<file path="config.mk">
export PLATFORM = sky130hd
export DESIGN_NAME = store_buffer
export DESIGN_NICKNAME = d
export VERILOG_FILES = /design/src/rtl/mips_mem_pkg.sv /design/src/rtl/store_buffer_match.sv /design/src/rtl/store_buffer.sv
export SDC_FILE = /design/constraint.sdc
export NUM_CORES = 1
export LEC_CHECK = 0
export ABC_AREA = 1
export CORE_ASPECT_RATIO = 1.75
export CORE_UTILIZATION = 40
export CTS_CLUSTER_DIAMETER = 200
export DETAILED_ROUTE_END_ITERATION = 16
export DONT_BUFFER_PORTS = 1
export PLACE_DENSITY = 0.54
export SYNTH_ARGS = -nofsm -noshare
export SYNTH_HDL_FRONTEND = slang
export SYNTH_HIERARCHICAL = 1
export SYNTH_SLANG_ARGS = --single-unit
</file>
<file path="constraint.sdc">
create_clock -name clk -period 4.25 [get_ports clk]
set_clock_uncertainty 0.1 [all_clocks]
set_input_delay 0.85 -clock clk [delete_from_list [all_inputs] [get_ports clk]]
set_output_delay 0.85 -clock clk [all_outputs]
set_load 0.02 [all_outputs]
</file>
<file path="src/rtl/mips_mem_pkg.sv">
// rtl/mips_mem_pkg.sv - shared store-buffer defaults, pointer width and entry type
package mips_mem_pkg;

    localparam int SB_DEPTH = 4;
    localparam int SB_AW    = 32;
    localparam int SB_DW    = 32;
    localparam int SB_PTR_W = $clog2(SB_DEPTH);

    typedef struct packed {
        logic [SB_AW-1:0] addr;
        logic [SB_DW-1:0] data;
        logic             valid;
    } sb_entry_t;

endpackage

</file>
<file path="src/rtl/store_buffer_match.sv">
// rtl/store_buffer_match.sv - youngest-first address match over the buffer entries
module store_buffer_match
    import mips_mem_pkg::*;
#(
    parameter int DEPTH = SB_DEPTH,
    parameter int WW    = SB_AW - 2,
    parameter int DW    = SB_DW,
    parameter int PW    = $clog2(DEPTH)
) (
    input  logic [WW-1:0]    waddr_i [DEPTH],
    input  logic [DW-1:0]    data_i  [DEPTH],
    input  logic [DEPTH-1:0] valid_i,
    input  logic [PW-1:0]    tail_i,
    input  logic [WW-1:0]    lookup_i,
    output logic             hit_o,
    output logic [PW-1:0]    idx_o,
    output logic [DW-1:0]    data_o
);

    logic [PW-1:0] slot;
    logic          found;

    // Walk backwards from tail-1 (youngest) to tail (oldest); first valid match wins.
    always_comb begin
        found  = 1'b0;
        idx_o  = '0;
        data_o = '0;
        slot   = '0;
        for (int i = 1; i <= DEPTH; i++) begin
            slot = tail_i - PW'(i);
            if (!found && valid_i[slot] && (waddr_i[slot] == lookup_i)) begin
                found  = 1'b1;
                idx_o  = slot;
                data_o = data_i[slot];
            end
        end
        hit_o = found;
    end

endmodule

</file>
<file path="src/rtl/store_buffer.sv">
// rtl/store_buffer.sv - posted-write FIFO with load forwarding; STORE_BUFFER_COALESCE_EN enables store coalescing
module store_buffer
    import mips_mem_pkg::*;
#(
    parameter int DEPTH = SB_DEPTH,
    parameter int AW    = SB_AW,
    parameter int DW    = SB_DW
) (
    input  logic          clk,
    input  logic          reset,
    input  logic          memwritem,
    input  logic [AW-1:0] aluoutm,
    input  logic [DW-1:0] writedatam,
    output logic [DW-1:0] readdata,
    output logic          mem_we,
    output logic [AW-1:0] mem_waddr,
    output logic [DW-1:0] mem_wdata,
    input  logic          mem_ready,
    output logic [AW-1:0] mem_raddr,
    input  logic [DW-1:0] mem_rdata,
    output logic          full,
    output logic          empty,
    output logic          overflow
);

    localparam int              PW       = $clog2(DEPTH);
    localparam logic [PW:0]     CNT_FULL = (PW+1)'(DEPTH);
    localparam logic [PW:0]     CNT_ONE  = (PW+1)'(1);
    localparam logic [PW-1:0]   PTR_ONE  = PW'(1);
`ifdef STORE_BUFFER_COALESCE_EN
    localparam bit              COALESCE_EN = 1'b1;
`else
    localparam bit              COALESCE_EN = 1'b0;
`endif

    logic [AW-1:0]    addr_q  [DEPTH];
    logic [AW-1:0]    addr_d  [DEPTH];
    logic [DW-1:0]    data_q  [DEPTH];
    logic [DW-1:0]    data_d  [DEPTH];
    logic [DEPTH-1:0] valid_q, valid_d;
    logic [PW-1:0]    head_q, head_d;
    logic [PW-1:0]    tail_q, tail_d;
    logic [PW:0]      count_q, count_d;
    logic             overflow_q, overflow_d;

    logic [AW-3:0]    waddr_w [DEPTH];
    logic             m_hit;
    logic [PW-1:0]    m_idx;
    logic [DW-1:0]    m_data;

    logic             pop;
    logic             push;
    logic             coalesce;
    logic             drop;
    logic [PW-1:0]    youngest;

    // Word addresses of every entry, fed to the shared match search.
    always_comb begin
        for (int i = 0; i < DEPTH; i++) begin
            waddr_w[i] = addr_q[i][AW-1:2];
        end
    end

    store_buffer_match #(
        .DEPTH (DEPTH),
        .WW    (AW - 2),
        .DW    (DW),
        .PW    (PW)
    ) u_match (
        .waddr_i  (waddr_w),
        .data_i   (data_q),
        .valid_i  (valid_q),
        .tail_i   (tail_q),
        .lookup_i (aluoutm[AW-1:2]),
        .hit_o    (m_hit),
        .idx_o    (m_idx),
        .data_o   (m_data)
    );

    // Head-of-queue drive to memory and status flags, all from registered state.
    always_comb begin
        mem_we    = valid_q[head_q];
        mem_waddr = addr_q[head_q];
        mem_wdata = data_q[head_q];
        mem_raddr = aluoutm;
        full      = (count_q == CNT_FULL);
        empty     = (count_q == '0);
        overflow  = overflow_q;
        readdata  = m_hit ? m_data : mem_rdata;
    end

    // Push/pop/coalesce decisions and next-state of the FIFO.
    always_comb begin
        addr_d     = addr_q;
        data_d     = data_q;
        valid_d    = valid_q;
        head_d     = head_q;
        tail_d     = tail_q;
        count_d    = count_q;
        overflow_d = overflow_q;

        youngest = tail_q - PTR_ONE;
        pop      = valid_q[head_q] & mem_ready;
        // Merge into the youngest entry only if it is the one that matched and
        // it is not leaving the buffer at this edge.
        coalesce = COALESCE_EN && memwritem && m_hit && (m_idx == youngest)
                   && !((youngest == head_q) && pop);
        push     = memwritem && !coalesce && ((count_q != CNT_FULL) || pop);
        drop     = memwritem && !coalesce && (count_q == CNT_FULL) && !pop;

        if (coalesce) begin
            data_d[m_idx] = writedatam;
        end
        if (pop) begin
            valid_d[head_q] = 1'b0;
            head_d          = head_q + PTR_ONE;
        end
        // Push after pop so a full buffer reusing the head slot ends up valid.
        if (push) begin
            addr_d[tail_q]  = aluoutm;
            data_d[tail_q]  = writedatam;
            valid_d[tail_q] = 1'b1;
            tail_d          = tail_q + PTR_ONE;
        end
        case ({push, pop})
            2'b10:   count_d = count_q + CNT_ONE;
            2'b01:   count_d = count_q - CNT_ONE;
            default: count_d = count_q;
        endcase
        if (drop) begin
            overflow_d = 1'b1;
        end
    end

    // Control state: pointers, occupancy, valid bits and the sticky overflow flag.
    always_ff @(posedge clk) begin
        if (reset) begin
            valid_q    <= '0;
            head_q     <= '0;
            tail_q     <= '0;
            count_q    <= '0;
            overflow_q <= 1'b0;
        end else begin
            valid_q    <= valid_d;
            head_q     <= head_d;
            tail_q     <= tail_d;
            count_q    <= count_d;
            overflow_q <= overflow_d;
        end
    end

    // Entry payload; meaningless while the matching valid bit is clear, so not reset.
    always_ff @(posedge clk) begin
        addr_q <= addr_d;
        data_q <= data_d;
    end

endmodule

</file>
### Word level (Yosys, flattened, before mapping)

Cells that the tools add are included.

| storage, ports and cells | value |
|---|---|
| memories | 0 |
| logic and storage cells | 130 |
| output and inout port bits | 132 |
| bits in read-only memories | 0 |
| latch bits | 0 |
| memory bits (writable) | 0 |
| register bits | 268 |
| input bits | 100 |

| operators by class | value |
|---|---|
| $add $sub $neg | 7 |
| equality and inequality tests | 8 |
| div/mod/pow operators | 0 |
| muxes and demuxes | 60 |
| bitwise operators | 9 |
| shift-type cells | 0 |
| reductions and logical operators | 20 |
| $mul | 0 |
| order comparisons | 13 |

Operators by type and width:

| kind | number |
|---|---|
| 32-bit two-way mux | 18 |
| 32-bit binary-select mux with 2-bit select | 6 |
| 128-bit bitwise mux | 2 |
| 30-bit binary-select mux with 2-bit select | 4 |
| 30-bit two-way mux | 8 |
| 30-bit == test | 4 |
| 32-bit demux with 2-bit select | 1 |
| 3-bit >= comparator (second input constant) | 5 |
| 2-bit by 3-bit less-than comparator with 1-bit output (second input constant) | 5 |
| 2-bit NOT with 3-bit output | 5 |
| 1-bit logical AND | 13 |
| 1-bit two-way mux | 11 |
| 1-bit binary-select mux with 2-bit select | 5 |
| 4-bit two-way mux | 2 |
| 3-bit one-hot mux with 2 select lines | 1 |
| 2-bit by 1-bit adder with 2-bit output (second input constant) | 2 |
| 4-bit AND | 1 |
| 1-bit demux with 2-bit select | 2 |
| 2-bit by 1-bit >= comparator with 1-bit output (second input constant) | 2 |
| 1-bit zero test | 4 |
| 4-bit NOT | 1 |
| 4-bit bitwise OR | 1 |
| 2-bit subtractor (second input constant) | 2 |
| 3-bit by 1-bit adder with 3-bit output (second input constant) | 1 |
| other kinds (11) | 11 |

### Depth between registers and ports, before layout

| depth | value |
|---|---|
| word-level depth | 21 |
| depth in mapped cells | 22 |
| depth with buffers taken out | 18 |

### Hierarchy

Netlist, hierarchy kept.

Modules (own cells, without submodules):

| module | area an instance (um^2) | seq. area each (um^2) | cells an instance | times used |
|---|---|---|---|---|
| store_buffer | 10712.8 | 7927.6 | 785 | 1 |
| store_buffer_match | 9893.2 | 0.0 | 2220 | 1 |

### Worst setup path after synthesis

Ideal clock, no wire load.

| timing | value |
|---|---|
| path type | in2out |
| start | in aluoutm[7] |
| end | out readdata[15] |
| required time | 3300 ps |
| arrival time | 2911 ps |
| slack | 389 ps |
| path buffers | 4 |
| stages on the path | 15 |
| path through | clkbuf_1 > inv_1 > nand3_1 > nand2_1 > nor2_1 > nand2_1 > nor2_1 > nand2_1 > nor2_4 > nor3_4 > buf_2 > o21ai_0 > clkbuf_1 > buf_2 > mux2_1 |

| on the way | value |
|---|---|
| longest elaborated chain between the ends | 16 |
| elaborated cells between the ends (all ways) | 23 |
| classes of those cells | 4 x eq/ne; 9 x mux; 10 x reduce/logical |

Ends and longest elaborated chain:

| what | RTL line | text |
|---|---|---|
| start: declaration | store_buffer.sv:12 | `input logic [AW-1:0] aluoutm,` |
| 30-bit == test | store_buffer_match.sv:31 | `if (!found && valid_i[slot] && (waddr_i[slot] == lookup_i)) begin` |
| 1-bit logical AND | store_buffer_match.sv:31 |  |
| 1-bit two-way mux | store_buffer_match.sv:31 |  |
| 1-bit zero test | store_buffer_match.sv:31 |  |
| 1-bit logical AND (2 in a row) | store_buffer_match.sv:31 |  |
| 1-bit two-way mux | store_buffer_match.sv:31 |  |
| 1-bit zero test | store_buffer_match.sv:31 |  |
| 1-bit logical AND (2 in a row) | store_buffer_match.sv:31 |  |
| 1-bit two-way mux | store_buffer_match.sv:31 |  |
| 1-bit zero test | store_buffer_match.sv:31 |  |
| 1-bit logical AND (2 in a row) | store_buffer_match.sv:31 |  |
| 1-bit two-way mux * | store_buffer_match.sv:31 |  |
| via m_hit | store_buffer.sv:47 | `logic m_hit;` |
| 32-bit two-way mux * | store_buffer.sv:89 | `readdata = m_hit ? m_data : mem_rdata;` |
| end: declaration | store_buffer.sv:14 | `output logic [DW-1:0] readdata,` |

The timed path passes the listed nets; every way through them passes the cells marked *.

### Worst setup path after layout

| timing | value |
|---|---|
| start | reg tail_q[0] |
| end | out readdata[29] |

| on the way | value |
|---|---|
| longest elaborated chain between the ends | 21 |
| elaborated cells between the ends (all ways) | 62 |
| classes of those cells | 3 x add/sub; 4 x eq/ne; 41 x mux; 4 x bitwise; 10 x reduce/logical |

Ends and longest elaborated chain:

| what | RTL line | text |
|---|---|---|
| start: declaration | store_buffer.sv:42 | `logic [PW-1:0] tail_q, tail_d;` |
| start signal: assignment | store_buffer.sv:146 | `tail_q <= tail_d;` |
| 2-bit by 1-bit subtractor with 2-bit output | -- |  |
| 2-bit NOT with 3-bit output (implied by the code) | store_buffer_match.sv:31, store_buffer_match.sv:34 |  |
| 30-bit binary-select mux with 2-bit select | store_buffer_match.sv:31 |  |
| 30-bit two-way mux (implied by the code) (2 in a row) | store_buffer_match.sv:31 |  |
| 30-bit == test | store_buffer_match.sv:31 |  |
| 1-bit logical AND | store_buffer_match.sv:31 |  |
| 1-bit two-way mux | store_buffer_match.sv:31 |  |
| 1-bit zero test | store_buffer_match.sv:31 |  |
| (+3 left out) | -- |  |
| 1-bit zero test | store_buffer_match.sv:31 |  |
| 1-bit logical AND (2 in a row) | store_buffer_match.sv:31 |  |
| 1-bit two-way mux | store_buffer_match.sv:31 |  |
| 1-bit zero test | store_buffer_match.sv:31 |  |
| 1-bit logical AND (2 in a row) | store_buffer_match.sv:31 |  |
| 32-bit two-way mux * | store_buffer_match.sv:31 |  |
| via m_data[29] | store_buffer.sv:49 | `logic [DW-1:0] m_data;` |
| 32-bit two-way mux * | store_buffer.sv:89 |  |

The timed path passes the listed nets; every way through them passes the cells marked *. The select of a mux whose other input is x is not followed.

==> results.json <==
{
  "outcome": "complete, but fails checks",
  "violations": "negative setup slack",
  "final_area_um2": 24200,
  "grt_start_max_net_pins": 108,
  "rows": 109,
  "path_clk_slew_ps": 60,
  "vias_per_cell": 5.75,
  "cp.required_ps": 3300,
  "io_pins": 232,
  "num_vias": 20821,
  "startpoint_type": "flop",
  "overflow": 0,
  "grt_use_total": 0.286,
  "worstSkewPairLatency_ps": 570,
  "min_period_over_period": 1.07,
  "core_area_um2": 50600,
  "dieArea_um2": 52300,
  "place_area_um2": 21200,
  "wl_mm": 80.7,
  "rsz0062_at_grt": "true",
  "io_buffers": 0,
  "ant_nets": 0,
  "die_w_um": 173,
  "cts_root_buf": "clkbuf_16",
  "final_util": 0.479,
  "antenna_found_initial": 0,
  "arrival_ps": 3590,
  "timing.fmax_mhz": 220,
  "grt_first_pass_wirelength_mm": 114,
  "ys_warn_count": 6,
  "drive_gt1_frac": 0.152,
  "slew_viol_final": 0,
  "worst-slew-pin-transition_ps": 856,
  "wl_per_cell_um": 22.3,
  "layout_min_cycle_time_ps": 4540,
  "cts_htree_levels": 1,
  "drtIter0Drc": 1747,
  "path_max_fanout": 19,
  "fin_ws_ps": -293,
  "num_antenna_cells": 0,
  "endpoint_kind": "output port",
  "drc": 0,
  "powerDensity_nw_per_um2": 355,
  "post-place-ws_ps": 145,
  "layout.nets": 3042,
  "synthCells": 2993,
  "cts_inserted_buffers": 27,
  "syn_area_um2": 20500,
  "first_global_vias": 19566,
  "cp-startpoint": "tail_q[0]",
  "place.gp.congestion": 0.965,
  "die_h_um": 302,
  "power.leakage_nw": 10.5,
  "firstDrtPassIters": 5,
  "start_util": 0.406,
  "clockBufferDepth": 3,
  "syn_nets": 3102,
  "cts.sinks": 268,
  "hold_violations": 0,
  "hpwl_mm": 52.0,
  "maxCapViolations": 0,
  "peakVddDrop_mv": 0.348,
  "setup_viol": 32,
  "crit_type": "flop to output port",
  "avgSynthCellArea_um2": 6.87,
  "cts_tree": "yes",
  "r2r-start": "head_q[0]",
  "synthToLayoutAreaGrowth_pct": 17.9,
  "min_from": "reset",
  "relSlewSlack": 0.429,
  "hold_path_class": "input pin to flop"
}
-- registers in the layout (all words and copies together) (netlist names) --
signal / count
addr_q: 128
data_q: 128
valid_q: 4
count_q: 3
head_q: 2
tail_q: 2
overflow: 1
-- power breakdown --
group	internal (mW)	switching (mW)
combinational	0.951	2.09
clock	1.35	1.04
sequential	3.05	0.112
total	5.35	3.25
-- layout make-up --
class	count	area [um2]
fill	4904	26400
multi-input combinational	2310	11700
clock inverter	18	180
timing repair inverter	1	11.3
inverter	198	767
clock buffer	30	687
tap	666	833
timing repair buffer	127	2130
sequential	268	7940
-- path summary, 6_finish.rpt --
check,to,slack (ps),cells past startpoint
max reg2reg,data_q[9],1110,10
min,overflow,240,1
max,readdata[29],-290,20
min reg2reg,valid_q[2],380,2
-- cells in the final DEF (no fill, tap or decap), drive strengths merged --
cell      instances
a21boi            1
a21oi            15
a31oi             1
buf             107
bufbuf            3
bufinv            3
clkbuf           47
clkinv           18
clkinvlp          3
dfxtp            12
edfxtp          256
fa                1
ha                8
inv             193
mux2             32
mux2i            65
nand2          1112
nand3           419
nand4             5
nor2            215
nor3              6
o21ai           349
o22ai            66
or2               2
xor2             13
-- critical path, stage by stage (launching register included) --
cell and delay, ps:
dfxtp_4 420, buf_12 170, buf_12 160, buf_12 120, nand2_1 80, nand2_4 120
nand2_1 110, nand3_2 90, buf_4 110, nand2_2 50, nor2_4 140, nand2_1 80
nor2_2 160, nand2_4 80, nor2_8 210, nor3_4 80, buf_4 140, buf_12 150
nand3_1 70, nand2_1 100, mux2_4 310
-- per-layer routing --
layer	vias to the layer above	global-route usage	routed length (um)
met3	253	0.0408	4960
met2	889	0.544	41700
met1	9874	0.294	27700
met4	0	0.172	6310
met5	-	0	0
li1	9805	-	-
-- what timing repair did --
action,CTS,global route
pin swaps,16,27
hold buffers,0,0
resized for setup,121,226
buffers inserted,18,7
endpoints found under the setup margin,32,32
gates cloned,12,20
-- per-stage QoR --
stage	power (mW)	instances	hold WS, ps	TNS [ps]
floorplan	5.10	2993	350	0
global placement	5.77	3517	367	0
detailed placement	5.81	3517	369	0
CTS	8.36	3595	209	-5840
global route	9.01	3618	216	-10800
finish	8.60	3618	239	-8070
Note: power is estimated with default switching activity, not from simulation.
